File: config.mk
export PLATFORM = sky130hd
export DESIGN_NAME = pixel_plot_sink_flat
export DESIGN_NICKNAME = d
export VERILOG_FILES = /design/src/rtl/plot_pkg.sv /design/src/rtl/pixel_plot_sink_if.sv /design/src/rtl/plot_fifo.sv /design/src/rtl/pixel_plot_sink.sv /design/src/flat_wrapper.sv
export SDC_FILE = /design/constraint.sdc
export NUM_CORES = 1
export LEC_CHECK = 0
export ABC_CLOCK_PERIOD_IN_PS = 9200
export BUFFER_PORTS_ARGS = -buffer_cell sky130_fd_sc_hd__buf_2
export CAP_MARGIN = 20
export CORE_MARGIN = 2
export CORE_UTILIZATION = 60
export DETAILED_ROUTE_END_ITERATION = 10
export PLACE_DENSITY_LB_ADDON = 0.2
export SLEW_MARGIN = 15
export SYNTH_ARGS = -nofsm -noshare
export SYNTH_HDL_FRONTEND = slang
export SYNTH_SLANG_ARGS = --single-unit
export TNS_END_PERCENT = 100
File: constraint.sdc
create_clock -name clock -period 9.2 [get_ports clock]
set_clock_uncertainty 0.1 [all_clocks]
set_input_delay 2.76 -clock clock [delete_from_list [all_inputs] [get_ports clock]]
set_output_delay 2.76 -clock clock [all_outputs]
set_load 0.1 [all_outputs]
File: src/rtl/plot_pkg.sv
// plot_pkg: shared constants, FSM state type and address helper for the
// pixel_plot_sink block.
//   SCREEN_W/SCREEN_H : visible raster size (160 x 120)
//   ADDR_W/COLOUR_W   : framebuffer address / colour widths
//   FIFO_DEPTH        : plot queue depth
//   state_e           : RUN / DRAIN / CLEAR
package plot_pkg;

  localparam logic [7:0] SCREEN_W   = 8'd160;
  localparam logic [6:0] SCREEN_H   = 7'd120;
  localparam int         ADDR_W     = 15;
  localparam int         COLOUR_W   = 9;
  localparam int         FIFO_DEPTH = 4;

  // Last framebuffer address (160*120 - 1).
  localparam logic [ADDR_W-1:0] CLEAR_LAST = 15'd19199;

  typedef enum logic [1:0] {
    RUN   = 2'd0,
    DRAIN = 2'd1,
    CLEAR = 2'd2
  } state_e;

  // Linear framebuffer address y*160 + x; fits in 15 bits for in-range pixels.
  function automatic logic [ADDR_W-1:0] pix_addr(input logic [7:0] x, input logic [6:0] y);
    logic [ADDR_W-1:0] row;
    row = {8'd0, y} * {7'd0, SCREEN_W};
    return row + {7'd0, x};
  endfunction

endpackage

File: src/rtl/pixel_plot_sink_if.sv
// pixel_plot_sink_if: plot request, framebuffer write and clear signals.
//   slave  : the pixel_plot_sink side (consumes plots, drives fb_*)
//   master : the environment side (issues plots, grants the framebuffer)
interface pixel_plot_sink_if;
  import plot_pkg::*;

  logic [7:0]          iX;
  logic [6:0]          iY;
  logic [COLOUR_W-1:0] iColour;
  logic                iPlot;
  logic                oReady;
  logic                fb_grant;
  logic                fb_we;
  logic [ADDR_W-1:0]   fb_addr;
  logic [COLOUR_W-1:0] fb_data;
  logic [7:0]          oDropCount;
  logic                iClear;
  logic [COLOUR_W-1:0] iClearColour;
  logic                oClearDone;

  modport slave (
    input  iX, iY, iColour, iPlot, fb_grant, iClear, iClearColour,
    output oReady, fb_we, fb_addr, fb_data, oDropCount, oClearDone
  );

  modport master (
    output iX, iY, iColour, iPlot, fb_grant, iClear, iClearColour,
    input  oReady, fb_we, fb_addr, fb_data, oDropCount, oClearDone
  );
endinterface

File: src/rtl/plot_fifo.sv
// plot_fifo: synchronous circular-buffer FIFO with full/empty flags.
//   clock, reset : clock and asynchronous active-high reset
//   push, din    : write request and data (ignored when full)
//   pop, dout    : read request (ignored when empty) and head data
//   full, empty  : occupancy flags; count : current occupancy
module plot_fifo
  import plot_pkg::*;
#(
  parameter int WIDTH = ADDR_W + COLOUR_W,
  parameter int DEPTH = FIFO_DEPTH,
  parameter int CNT_W = $clog2(DEPTH) + 1
) (
  input  logic             clock,
  input  logic             reset,
  input  logic             push,
  input  logic [WIDTH-1:0] din,
  input  logic             pop,
  output logic [WIDTH-1:0] dout,
  output logic             full,
  output logic             empty,
  output logic [CNT_W-1:0] count
);
  localparam int PTR_W = $clog2(DEPTH);

  logic [WIDTH-1:0] mem_q [DEPTH];
  logic [PTR_W-1:0] wr_ptr_q, wr_ptr_d, rd_ptr_q, rd_ptr_d;
  logic [CNT_W-1:0] count_q, count_d;
  logic             do_push, do_pop;

  assign full    = (count_q == CNT_W'(DEPTH));
  assign empty   = (count_q == CNT_W'(0));
  assign count   = count_q;
  assign dout    = mem_q[rd_ptr_q];
  assign do_push = push && !full;
  assign do_pop  = pop && !empty;

  // Pointer wrap and occupancy update.
  always_comb begin
    wr_ptr_d = wr_ptr_q;
    rd_ptr_d = rd_ptr_q;
    count_d  = count_q;
    if (do_push) begin
      wr_ptr_d = (wr_ptr_q == PTR_W'(DEPTH - 1)) ? PTR_W'(0) : wr_ptr_q + PTR_W'(1);
    end else begin
      wr_ptr_d = wr_ptr_q;
    end
    if (do_pop) begin
      rd_ptr_d = (rd_ptr_q == PTR_W'(DEPTH - 1)) ? PTR_W'(0) : rd_ptr_q + PTR_W'(1);
    end else begin
      rd_ptr_d = rd_ptr_q;
    end
    case ({do_push, do_pop})
      2'b10:   count_d = count_q + CNT_W'(1);
      2'b01:   count_d = count_q - CNT_W'(1);
      default: count_d = count_q;
    endcase
  end

  // Storage and pointer registers.
  always_ff @(posedge clock or posedge reset) begin
    if (reset) begin
      wr_ptr_q <= PTR_W'(0);
      rd_ptr_q <= PTR_W'(0);
      count_q  <= CNT_W'(0);
      for (int i = 0; i < DEPTH; i++) mem_q[i] <= WIDTH'(0);
    end else begin
      wr_ptr_q <= wr_ptr_d;
      rd_ptr_q <= rd_ptr_d;
      count_q  <= count_d;
      if (do_push) mem_q[wr_ptr_q] <= din;
    end
  end
endmodule

File: src/rtl/pixel_plot_sink.sv
// pixel_plot_sink: queues pixel plots and writes them to a framebuffer port;
// optionally performs a full-screen clear after draining the queue.
//   clock, reset      : clock, asynchronous active-high reset
//   bus (slave)       : iX/iY/iColour/iPlot/oReady plot handshake,
//                       fb_grant/fb_we/fb_addr/fb_data framebuffer port,
//                       oDropCount, iClear/iClearColour/oClearDone
// Macro PIXEL_PLOT_SINK_CLEAR_EN enables the DRAIN/CLEAR behaviour; without
// it iClear is ignored and the block stays in RUN.
module pixel_plot_sink
  import plot_pkg::*;
(
  input logic              clock,
  input logic              reset,
  pixel_plot_sink_if.slave bus
);
  localparam int ENTRY_W = ADDR_W + COLOUR_W;
  localparam int CNT_W   = $clog2(FIFO_DEPTH) + 1;

  state_e              state_q, state_d;
  logic [7:0]          drop_q, drop_d;
  logic [ADDR_W-1:0]   clr_cnt_q, clr_cnt_d;
  logic [COLOUR_W-1:0] clr_colour_q, clr_colour_d;
  logic [ADDR_W-1:0]   last_addr_q, last_addr_d;
  logic [COLOUR_W-1:0] last_data_q, last_data_d;
  logic                done_q, done_d;

  logic                in_range, ready, accept, push, pop, clr_we, clear_start;
  logic                fifo_full, fifo_empty;
  logic [CNT_W-1:0]    fifo_count;
  logic [ENTRY_W-1:0]  fifo_head;
  logic [ADDR_W-1:0]   fb_addr_s;
  logic [COLOUR_W-1:0] fb_data_s;

`ifdef PIXEL_PLOT_SINK_CLEAR_EN
  assign clear_start = bus.iClear;
`else
  assign clear_start = 1'b0;
`endif

  assign in_range = (bus.iX < SCREEN_W) && (bus.iY < SCREEN_H);
  // Full is judged on the registered count, so a same-cycle pop cannot free a slot.
  assign ready    = !fifo_full && (state_q == RUN);
  assign accept   = bus.iPlot && ready;
  assign push     = accept && in_range;
  // The FIFO is always empty in CLEAR, so this only fires in RUN/DRAIN.
  assign pop      = !fifo_empty && bus.fb_grant;
  assign clr_we   = (state_q == CLEAR) && bus.fb_grant;

  plot_fifo #(.WIDTH(ENTRY_W), .DEPTH(FIFO_DEPTH), .CNT_W(CNT_W)) u_fifo (
    .clock (clock),
    .reset (reset),
    .push  (push),
    .din   ({pix_addr(bus.iX, bus.iY), bus.iColour}),
    .pop   (pop),
    .dout  (fifo_head),
    .full  (fifo_full),
    .empty (fifo_empty),
    .count (fifo_count)
  );

  // Framebuffer write mux; address/data hold their last values when idle.
  always_comb begin
    fb_addr_s = last_addr_q;
    fb_data_s = last_data_q;
    if (pop) begin
      fb_addr_s = fifo_head[ENTRY_W-1:COLOUR_W];
      fb_data_s = fifo_head[COLOUR_W-1:0];
    end else if (clr_we) begin
      fb_addr_s = clr_cnt_q;
      fb_data_s = clr_colour_q;
    end else begin
      fb_addr_s = last_addr_q;
      fb_data_s = last_data_q;
    end
  end

  assign bus.fb_we      = pop || clr_we;
  assign bus.fb_addr    = fb_addr_s;
  assign bus.fb_data    = fb_data_s;
  assign bus.oReady     = ready;
  assign bus.oDropCount = drop_q;
  assign bus.oClearDone = done_q;

  // Next-state logic: drop counter, held write values and RUN/DRAIN/CLEAR sequencing.
  always_comb begin
    state_d      = state_q;
    drop_d       = drop_q;
    clr_cnt_d    = clr_cnt_q;
    clr_colour_d = clr_colour_q;
    done_d       = 1'b0;
    last_addr_d  = fb_addr_s;
    last_data_d  = fb_data_s;

    if (accept && !in_range && (drop_q != 8'hFF)) begin
      drop_d = drop_q + 8'd1;
    end else begin
      drop_d = drop_q;
    end

    case (state_q)
      RUN: begin
        if (clear_start) state_d = DRAIN;
        else             state_d = RUN;
      end
      DRAIN: begin
        // Leave on the edge at which the queue ends up empty.
        if (fifo_empty || (pop && (fifo_count == CNT_W'(1)))) begin
          state_d      = CLEAR;
          clr_cnt_d    = ADDR_W'(0);
          clr_colour_d = bus.iClearColour;
        end else begin
          state_d = DRAIN;
        end
      end
      CLEAR: begin
        if (clr_we && (clr_cnt_q == CLEAR_LAST)) begin
          state_d   = RUN;
          clr_cnt_d = ADDR_W'(0);
          done_d    = 1'b1;
        end else if (clr_we) begin
          clr_cnt_d = clr_cnt_q + ADDR_W'(1);
        end else begin
          clr_cnt_d = clr_cnt_q;
        end
      end
      default: state_d = RUN;
    endcase
  end

  // State and output registers.
  always_ff @(posedge clock or posedge reset) begin
    if (reset) begin
      state_q      <= RUN;
      drop_q       <= 8'd0;
      clr_cnt_q    <= ADDR_W'(0);
      clr_colour_q <= COLOUR_W'(0);
      last_addr_q  <= ADDR_W'(0);
      last_data_q  <= COLOUR_W'(0);
      done_q       <= 1'b0;
    end else begin
      state_q      <= state_d;
      drop_q       <= drop_d;
      clr_cnt_q    <= clr_cnt_d;
      clr_colour_q <= clr_colour_d;
      last_addr_q  <= last_addr_d;
      last_data_q  <= last_data_d;
      done_q       <= done_d;
    end
  end
endmodule

File: src/flat_wrapper.sv
// flat-port wrapper written by rule: the top's interface ports become plain ports
module pixel_plot_sink_flat import plot_pkg::*;
  (clock, reset, bus_iX, bus_iY, bus_iColour, bus_iPlot, bus_fb_grant, bus_iClear, bus_iClearColour, bus_oReady, bus_fb_we, bus_fb_addr, bus_fb_data, bus_oDropCount, bus_oClearDone);
  pixel_plot_sink_if bus_i ();
  input logic clock;
  input logic reset;
  input wire logic [$bits(bus_i.iX)-1:0] bus_iX;
  input wire logic [$bits(bus_i.iY)-1:0] bus_iY;
  input wire logic [$bits(bus_i.iColour)-1:0] bus_iColour;
  input wire logic [$bits(bus_i.iPlot)-1:0] bus_iPlot;
  input wire logic [$bits(bus_i.fb_grant)-1:0] bus_fb_grant;
  input wire logic [$bits(bus_i.iClear)-1:0] bus_iClear;
  input wire logic [$bits(bus_i.iClearColour)-1:0] bus_iClearColour;
  output wire logic [$bits(bus_i.oReady)-1:0] bus_oReady;
  output wire logic [$bits(bus_i.fb_we)-1:0] bus_fb_we;
  output wire logic [$bits(bus_i.fb_addr)-1:0] bus_fb_addr;
  output wire logic [$bits(bus_i.fb_data)-1:0] bus_fb_data;
  output wire logic [$bits(bus_i.oDropCount)-1:0] bus_oDropCount;
  output wire logic [$bits(bus_i.oClearDone)-1:0] bus_oClearDone;
  assign bus_i.iX = bus_iX;
  assign bus_i.iY = bus_iY;
  assign bus_i.iColour = bus_iColour;
  assign bus_i.iPlot = bus_iPlot;
  assign bus_i.fb_grant = bus_fb_grant;
  assign bus_i.iClear = bus_iClear;
  assign bus_i.iClearColour = bus_iClearColour;
  assign bus_oReady = bus_i.oReady;
  assign bus_fb_we = bus_i.fb_we;
  assign bus_fb_addr = bus_i.fb_addr;
  assign bus_fb_data = bus_i.fb_data;
  assign bus_oDropCount = bus_i.oDropCount;
  assign bus_oClearDone = bus_i.oClearDone;
  pixel_plot_sink u_core (.clock(clock), .reset(reset), .bus(bus_i));
endmodule
==> results of run 1 <==
## through the flow
step / hold WS (ns) / cells / area, um2 / utilization, %
2_1_floorplan: 0.340 / 739 / 7960 / -
3_3_place_gp: 0.352 / 962 / 8470 / 64.8
3_5_place_dp: 0.359 / 962 / 8470 / 64.8
4_1_cts: 0.374 / 994 / 9090 / 69.4
5_1_grt: 0.400 / 994 / 9090 / 69.4
6_report: 0.375 / 994 / 9090 / 69.4
## report_power, final
part / internal [mW] / switching, mW / total (mW) / leakage (nW)
clock network: 0.440 / 0.285 / 0.725 / 0.295
logic: 0.453 / 1.11 / 1.56 / 2.16
registers: 0.987 / 0.164 / 1.15 / 2.06
## routing by layer
layer	track usage [%]	vias to the layer above	wire length, um
met4	12.7	0	469
met5	0	-	0
met2	41.9	171	8750
met1	36.3	2921	7700
met3	4.45	41	759
li1	-	2689	-
## sequential cells by signal, summed over array words and instances (netlist names), 3 cells and up
register	count
u_core.clr_cnt_q	15
u_core.u_fifo.count	3
u_core.clr_colour_q	9
u_core.bus.oDropCount	8
u_core.last_addr_q	15
u_core.last_data_q	9
u_core.u_fifo.mem_q	96
## kinds of logic after synthesis
kind of cell / after synthesis
compound gates: 92
xor+xnor: 28
fa+ha+maj: 30
buf+inv: 52
flops: 162
mux: 85
simple gates: 290
## how the worst max path moves through the flow
stage | from | to | slack (ns) | cells after the start
after floorplan | bus_fb_grant | bus_fb_addr[10] | 0.54 | 5
after global placement | bus_fb_grant | bus_fb_addr[12] | 1.66 | 6
after detailed placement | bus_fb_grant | bus_fb_addr[10] | 1.60 | 6
after CTS | bus_fb_grant | bus_fb_addr[10] | 1.60 | 6
after global routing | bus_fb_grant | bus_fb_addr[12] | 1.41 | 6
final | bus_fb_grant | bus_fb_addr[13] | 1.60 | 6
## worst register-to-register path: stages (launching register included)
cell and delay [ns]:
dfrtp_1 0.38, inv_1 0.11, ha_1 0.37, nand2_2 0.53
or4_4 0.69, o31ai_4 0.30, and2b_1 0.47, nor2_1 0.11
## final cells by class
| type | instances | area, um2 |
|---|---|---|
| Clock buffer | 19 | 453 |
| Multi-Input combinational cell | 525 | 3700 |
| Fill cell | 960 | 4000 |
| Timing Repair Buffer | 81 | 430 |
| Sequential cell | 162 | 4050 |
| Tap cell | 176 | 220 |
| Inverter | 18 | 72.6 |
| Clock inverter | 13 | 159 |
## synthesized netlist by cell type, types with 5 or more instances
cell type	n
a211o_1	5
dfrtp_1	162
nand3_1	14
mux2_2	29
nand2_1	200
ha_1	28
buf_1	5
inv_1	18
and3_1	6
a21oi_1	8
nand4_1	15
o21ai_0	39
mux2i_1	25
xnor2_1	13
mux2_1	7
nor2_1	22
mux4_2	24
xor2_1	14
o21ai_1	15
clkbuf_1	24
==> impl_metrics.ini, run 1 <==
[run_status]
status = complete, no violations

[critical_path]
path_max_fanout = 26
cp_slowest_cell = and2_1
cp-start-kind = input port
critical_path_class = in2out
r2r_setup_slack_ns = 5.99
critPathTopFamily = buffers and inverters
reg2reg_from = u_core.state_q[0]
critPathRequiredTime_ns = 6.34
critPathArrivalTime_ns = 4.74
cp_common_cell = buf_2
r2r-end = u_core.clr_cnt_q[12]
cpPeakStageDelay_ns = 0.68
critical_path.cell_chain = buf_2 -> and2_1 -> buf_4 -> nand2_1 -> o21ai_0 -> buf_2
reg2reg_depth = 7
setup.worst_path.end_class = primary output
path_buf_inv = 3

[sta]
slew_violations = 0
hold_violations = 0
setup_tns_ns = 0
relSlewSlack_pct = 25.6
fmax_mhz = 132
min_period_ns = 7.60
fin_ws_ns = 1.60
fin_crit_sh_pct = 82.6
worstMarginPinSlew_ns = 1.11
rsz0062_at_grt = no
setup_violations = 0

[clock_network]
cts_hold_buf = 0
cts_inserted_buffers = 17
clkTransAtPathRegs_ns = 0.06
cts_buffer_depth = 2
cts_sinks = 162
post_cts_buffers = 0
ctsHtreeMaxLevel = 4
post_cts_resized = 0
ctsRootBufferMaster = clkbuf_16
cts_tree = done
clock_latency_ns = 0.43

[logic_synthesis]
synth-compound-area-share_pct = 7.26
syn_inst = 739
avgSynthCellArea_um2 = 10.8
synth_area_leaders = dfrtp_1, nand2_1, mux4_2
synth_top_family_by_area = simple AND/OR/NAND/NOR gates
synth_area_um2 = 7960
synth_cell_types = 54
syn_nets = 807
synth_xor_area_share_pct = 3.25
ys_seq_area_share_pct = 50.9
yosysTopAreaCell = dfrtp_1
yosys_most_used_dff = dfrtp_1
yosysTopAreaCellShare_pct = 50.9
synth_edf_count = 0
ys_warn_count = 0
synthMuxAreaShare_pct = 15.0
synthArstFlopShare_pct = 100
synth-seq-cells = 162
synth_fa_ha_area_share_pct = 4.90
yosys.area_share.simple_pct = 16.0

[routing]
dr.pass1.iters = 5
vias_per_cell = 5.86
drt-total-wl_mm = 17.7
wl_per_cell_um = 17.8
drc = 0
route.vias.total = 5822
postRouteAntennaNets = 0
drtIter0Drc = 561

[global_route]
grt_max_degree = 87
grtUsageTotal_pct = 26.6
antenna_found_initial = 0
grt_pass1_vias = 5932
grt_pass1_wl_mm = 29.4
grt.overflow.total = 0

[worst_hold_path]
hold_class = reg2reg
min_path_cells = 2
min_to = u_core.u_fifo.mem_q[38]
hold_start = u_core.u_fifo.mem_q[38]

[cells_and_area]
final_common_cell = nand2_1
layout_common_cells = nand2_1, dfrtp_1, buf_2, o21ai_0, mux2_2
drive_above_1_share_pct = 21.8
area_delta_synth_final_pct = 14.2
antenna_cells = 0
nets = 873

[power]
power_mw = 3.44
p_leak_nw = 4.52
power_density_nw_per_um2 = 379
ir_worst_vdd_uv = 272

[die]
dieWidth_um = 119
ios = 73
fp-row-count = 42
die_h_um = 119
die-area_um2 = 14200
core_area_um2 = 13100
start_util_pct = 60.8

[place]
dp_hpwl_mm = 11.7
port_buffers = 71
post-place-ws_ns = 1.60
gp_congestion = 0.815

[run]
maxCapViolations = 0
Power figures use the tool's default switching activity.
==> run 2: changes to the inputs <==
ABC_CLOCK_PERIOD_IN_PS = 7700   (was 9200)
clock period = 7.7 ns   (was 9.2 ns; I/O delays follow)
==> run 2 against run 1 <==
Net effect: die area unchanged; critical path depth decreased by 1; via count decreased by 1.5%; worst hold slack improved by 0.0030 ns; critical path type unchanged; sequential cell count unchanged; first-iteration DRC count decreased by 33%; register-to-register slack got worse by 1.4 ns; power increased by 20%; non-clock buffer count increased by 1; wire length decreased by 0.32%; sequential share of layout area decreased by 0.12 points.
==> impl_metrics.ini, run 2 (synthesis gave the netlist of run 1 again) <==
[critical_path]
cp_common_cell = buf_2
critPathRequiredTime_ns = 5.29
cpPeakStageDelay_ns = 0.58
path_max_fanout = 24
critPathArrivalTime_ns = 4.01
cp_slowest_cell = nand2_2
cp-start-kind = input port
critical_path_class = in2out
r2r_setup_slack_ns = 4.55
critical_path.cell_chain = buf_2 -> nand2_2 -> mux2i_1 -> o21ai_0 -> buf_2
setup.worst_path.end_class = primary output

[power]
power_density_nw_per_um2 = 453
power_mw = 4.12
p_leak_nw = 4.54
ir_worst_vdd_uv = 344

[sta]
hold_violations = 0
slew_violations = 0
whs_ns = 0.378
setup_violations = 0
setup_tns_ns = 0
fmax_mhz = 156
min_period_ns = 6.42
rsz0062_at_grt = no
fin_ws_ns = 1.28
worstMarginPinSlew_ns = 1.08
fin_crit_sh_pct = 83.4
relSlewSlack_pct = 28.3

[routing]
drt-total-wl_mm = 17.6
drtIter0Drc = 378
route.vias.total = 5737
postRouteAntennaNets = 0
dr.pass1.iters = 4
wl_per_cell_um = 17.7
drc = 0
vias_per_cell = 5.77

[die]
die_h_um = 119
start_util_pct = 60.8
fp-row-count = 42
ios = 73
dieWidth_um = 119
die-area_um2 = 14200
core_area_um2 = 13100

[clock_network]
post_cts_resized = 0
ctsHtreeMaxLevel = 4
ctsRootBufferMaster = clkbuf_16
cts_inserted_buffers = 17
cts_sinks = 162
clkTransAtPathRegs_ns = 0.06
post_cts_buffers = 0
cts_hold_buf = 0
clock_latency_ns = 0.43
cts_buffer_depth = 2
cts_tree = done

[cells_and_area]
nets = 874
antenna_cells = 0
drive_above_1_share_pct = 21.6
largest_register_ffs = 96
area_delta_synth_final_pct = 14.5
top_register = u_core.u_fifo.mem_q
final_common_cell = nand2_1
stdcell_count = 995
reg_top3 = u_core.u_fifo.mem_q (96), u_core.clr_cnt_q (15), u_core.last_addr_q (15)
layout_common_cells = nand2_1, dfrtp_1, buf_2, o21ai_1, mux2_2

[place]
post-place-ws_ns = 1.26
gp_congestion = 0.813
dp_hpwl_mm = 11.5
dp.cells = 960
port_buffers = 71

[global_route]
grt.overflow.total = 0
grtUsageTotal_pct = 26.6
grt_pass1_vias = 5954
antenna_found_initial = 0
grt_max_degree = 99
grt_pass1_wl_mm = 29.4

[worst_hold_path]
hold_class = reg2reg

[run_status]
status = complete, no violations

[run]
maxCapViolations = 0
==> run 2: report_power, final <==
group	switching, mW	total, mW	internal [mW]
combinational	1.33	1.88	0.550
sequential	0.203	1.38	1.18
clock	0.330	0.863	0.533
==> run 2: area by class of cell <==
| class | instances | area (um2) |
|---|---|---|
| clock inverters | 10 | 131 |
| flip-flops and latches | 162 | 4050 |
| inverters | 18 | 72.6 |
| fillers | 953 | 3980 |
| repair buffers | 82 | 460 |
| multi-input cells | 525 | 3700 |
| clock buffers | 22 | 474 |
| well taps | 176 | 220 |
==> run 2: worst max-delay path: cells and delay by family <==
family	cells	cell delay, ns
simple gates	1	0.58
buf+inv	2	0.64
mux	1	0.17
compound gates	1	0.29
==> run 2: per-stage QoR <==
step | utilization [%] | instance area, um2
finish | 69.6 | 9110
global route | 69.6 | 9110
CTS | 69.3 | 9060
detailed placement | 64.6 | 8460
global placement | 64.6 | 8460
floorplan | - | 7960
==> run 2: routing by layer <==
metal | share of wire [%] | track usage [%]
met1 | 44 | 35.7
met3 | 4.2 | 5.51
met4 | 2.0 | 8.11
met5 | 0 | 0
met2 | 50 | 44.1
==> run 2: final timing paths <==
| kind | cells after the start | end | startpoint |
|---|---|---|---|
| max | 5 | bus_fb_addr[14] | bus_fb_grant |
| min | 2 | u_core.u_fifo.mem_q[79] | u_core.u_fifo.mem_q[79] |
| min in group asynchronous | 2 | u_core.u_fifo.count[1] | reset |
| max in group asynchronous | 3 | u_core.u_fifo.mem_q[10] | reset |
| min reg2reg | 2 | u_core.u_fifo.mem_q[79] | u_core.u_fifo.mem_q[79] |
| max reg2reg | 6 | u_core.u_fifo.mem_q[91] | u_core.u_fifo.count[0] |
==> run 3: changes to the inputs <==
ABC_AREA = 1   (was not set)
ABC_CLOCK_PERIOD_IN_PS = 5400   (was 7700)
CORE_UTILIZATION = 54   (was 60)
clock period = 5.4 ns   (was 7.7 ns; I/O delays follow)
==> run 3 against run 2 <==
Net effect: count of clock-buffer cells in the layout grew 4; die area grew 13%; wire length grew 7.0%; clock power grew 36%; sequential cell count is the same; global-route usage shrank 1.6 points; worst hold slack lost 0.012 ns; via count grew 19%; final area grew 6.0%; synthesized cell count grew 34%.
==> impl_metrics.ini, run 3 <==
[clock_network]
cts_inserted_buffers = 17
clkTransAtPathRegs_ns = 0.06
cts_hold_buf = 0
post_cts_resized = 0
clock_latency_ns = 0.43
post_cts_buffers = 0
ctsHtreeMaxLevel = 4
cts_buffer_depth = 2
cts_tree = done
ctsRootBufferMaster = clkbuf_16
cts_sinks = 162

[cells_and_area]
nets = 1120
area_delta_synth_final_pct = 18.6
antenna_cells = 0
reg_top3 = u_core.u_fifo.mem_q (96), u_core.clr_cnt_q (15), u_core.last_addr_q (15)
largest_register_ffs = 96
final_common_cell = nand2_1
layout_common_cells = nand2_1, dfrtp_1, nor2_1, o21ai_0, inv_1
top_register = u_core.u_fifo.mem_q
drive_above_1_share_pct = 14.4

[logic_synthesis]
ys_seq_area_share_pct = 49.8
yosys_most_used_dff = dfrtp_1
synth_cell_types = 37
synth_area_leaders = dfrtp_1, nand2_1, o21ai_0
yosysTopAreaCellShare_pct = 49.8
yosysTopAreaCell = dfrtp_1
yosysMostFrequentCell = nand2_1
avgSynthCellArea_um2 = 8.23
synthArstFlopShare_pct = 100
syn_nets = 1058
netlist_top_cells_count = nand2_1, dfrtp_1, nor2_1, o21ai_0, inv_1
ys_warn_count = 0
synth-seq-cells = 162
synth_edf_count = 0
syn_inst = 990
synth_area_um2 = 8150

[die]
dieWidth_um = 127
die_h_um = 127
core_area_um2 = 14600
fp-row-count = 44
ios = 73
die-area_um2 = 16100
start_util_pct = 55.6

[power]
power_density_nw_per_um2 = 660
p_leak_nw = 4.95
power_mw = 6.37
ir_worst_vdd_uv = 333

[place]
dp_hpwl_mm = 12.3
port_buffers = 71
gp_congestion = 0.869
post-place-ws_ns = 0.622

[global_route]
antenna_found_initial = 0
gr-usage-met1_pct = 36.4
grt_pass1_wl_mm = 31.9
grt.overflow.total = 0
use_met3_pct = 5.82
grt_util_met2_pct = 37.6
grtUsageTotal_pct = 25.0
grt_max_degree = 79
top_usage_layer = met2
grt_pass1_vias = 6410

[routing]
drt-total-wl_mm = 18.9
postRouteAntennaNets = 0
drc = 0
wl_per_cell_um = 15.1
dr.pass1.iters = 5
drtIter0Drc = 624
vias_per_cell = 5.48
route.vias.total = 6841

[critical_path]
cp_slowest_cell = inv_1
reg2reg_depth = 9
critical_path_class = in2out
critical_path.cell_chain = buf_2 -> nand2_1 -> inv_1 -> nand2_1 -> nand2_1 -> nor2_1 -> a31oi_1 -> buf_12
path_max_fanout = 16
cpPeakStageDelay_ns = 0.42
critPathArrivalTime_ns = 3.09
critPathRequiredTime_ns = 3.68
setup.worst_path.end_class = primary output
cp_common_cell = nand2_1
cp-start-kind = input port

[sta]
min_period_ns = 4.81
setup_violations = 0
fin_ws_ns = 0.593
worstMarginPinSlew_ns = 0.931
rsz0062_at_grt = no
slew_violations = 0
fin_crit_sh_pct = 89.0
hold_violations = 0
relSlewSlack_pct = 37.8
fmax_mhz = 208

[run_status]
status = complete, no violations

[worst_hold_path]
hold_class = reg2reg
min_path_cells = 2

[run]
maxCapViolations = 0
-- run 3: final cells by class --
type	count	area [um2]
clock buffers	26	509
clock inverters	6	71.3
well taps	184	230
repair buffers	85	858
inverters	89	340
multi-input cells	697	3600
flip-flops and latches	162	4050
fillers	1231	4980
-- run 3: final timing paths --
check | startpoint | to | slack (ns)
min in group asynchronous | reset | u_core.last_addr_q[1] | 1.12
max in group asynchronous | reset | u_core.u_fifo.mem_q[95] | 3.25
min | u_core.u_fifo.mem_q[16] | u_core.u_fifo.mem_q[16] | 0.37
min reg2reg | u_core.u_fifo.mem_q[16] | u_core.u_fifo.mem_q[16] | 0.37
max reg2reg | u_core.u_fifo.count[0] | u_core.u_fifo.mem_q[24] | 2.66
max | bus_fb_grant | bus_fb_addr[7] | 0.59
-- run 3: critical path: cells and delay by family --
kind	cells	cell delay, ns
compound gates	1	0.39
buf+inv	3	0.78
simple gates	4	0.30
-- run 3: stage by stage --
stage               hold WS (ns)  cell area (um2)  TNS (ns)  utilization, %  std cells
floorplan                  0.337             8200     -2.31               -        990
global placement           0.348             9060         0            61.9       1216
detailed placement         0.354             9060         0            61.9       1216
CTS                        0.370             9640         0            65.8       1248
global route               0.391             9660         0            66.0       1249
finish                     0.366             9660         0            66.0       1249
-- run 3: per-layer routing --
metal	vias up	part of all wire [%]
met5	-	0
met4	0	1.5
met3	21	6.4
met2	220	46
met1	3250	46
li1	3350	-
-- run 3: cells by family (layout without fill, tap and decap cells) --
family	after synthesis	count (layout)	share of synthesized area (%)
AOI/OAI and AO/OA	207	207	14.4
and+or+nand+nor	441	441	22.3
buffers and inverters	131	206	6.73
DFF	162	162	49.8
adders and majority gates	30	30	4.79
xor gates and xnor gates	19	19	2.04
-- run 3: power breakdown --
| group | internal, mW | switching (mW) |
|---|---|---|
| clock | 0.698 | 0.474 |
| sequential | 1.69 | 0.229 |
| combinational | 1.04 | 2.24 |
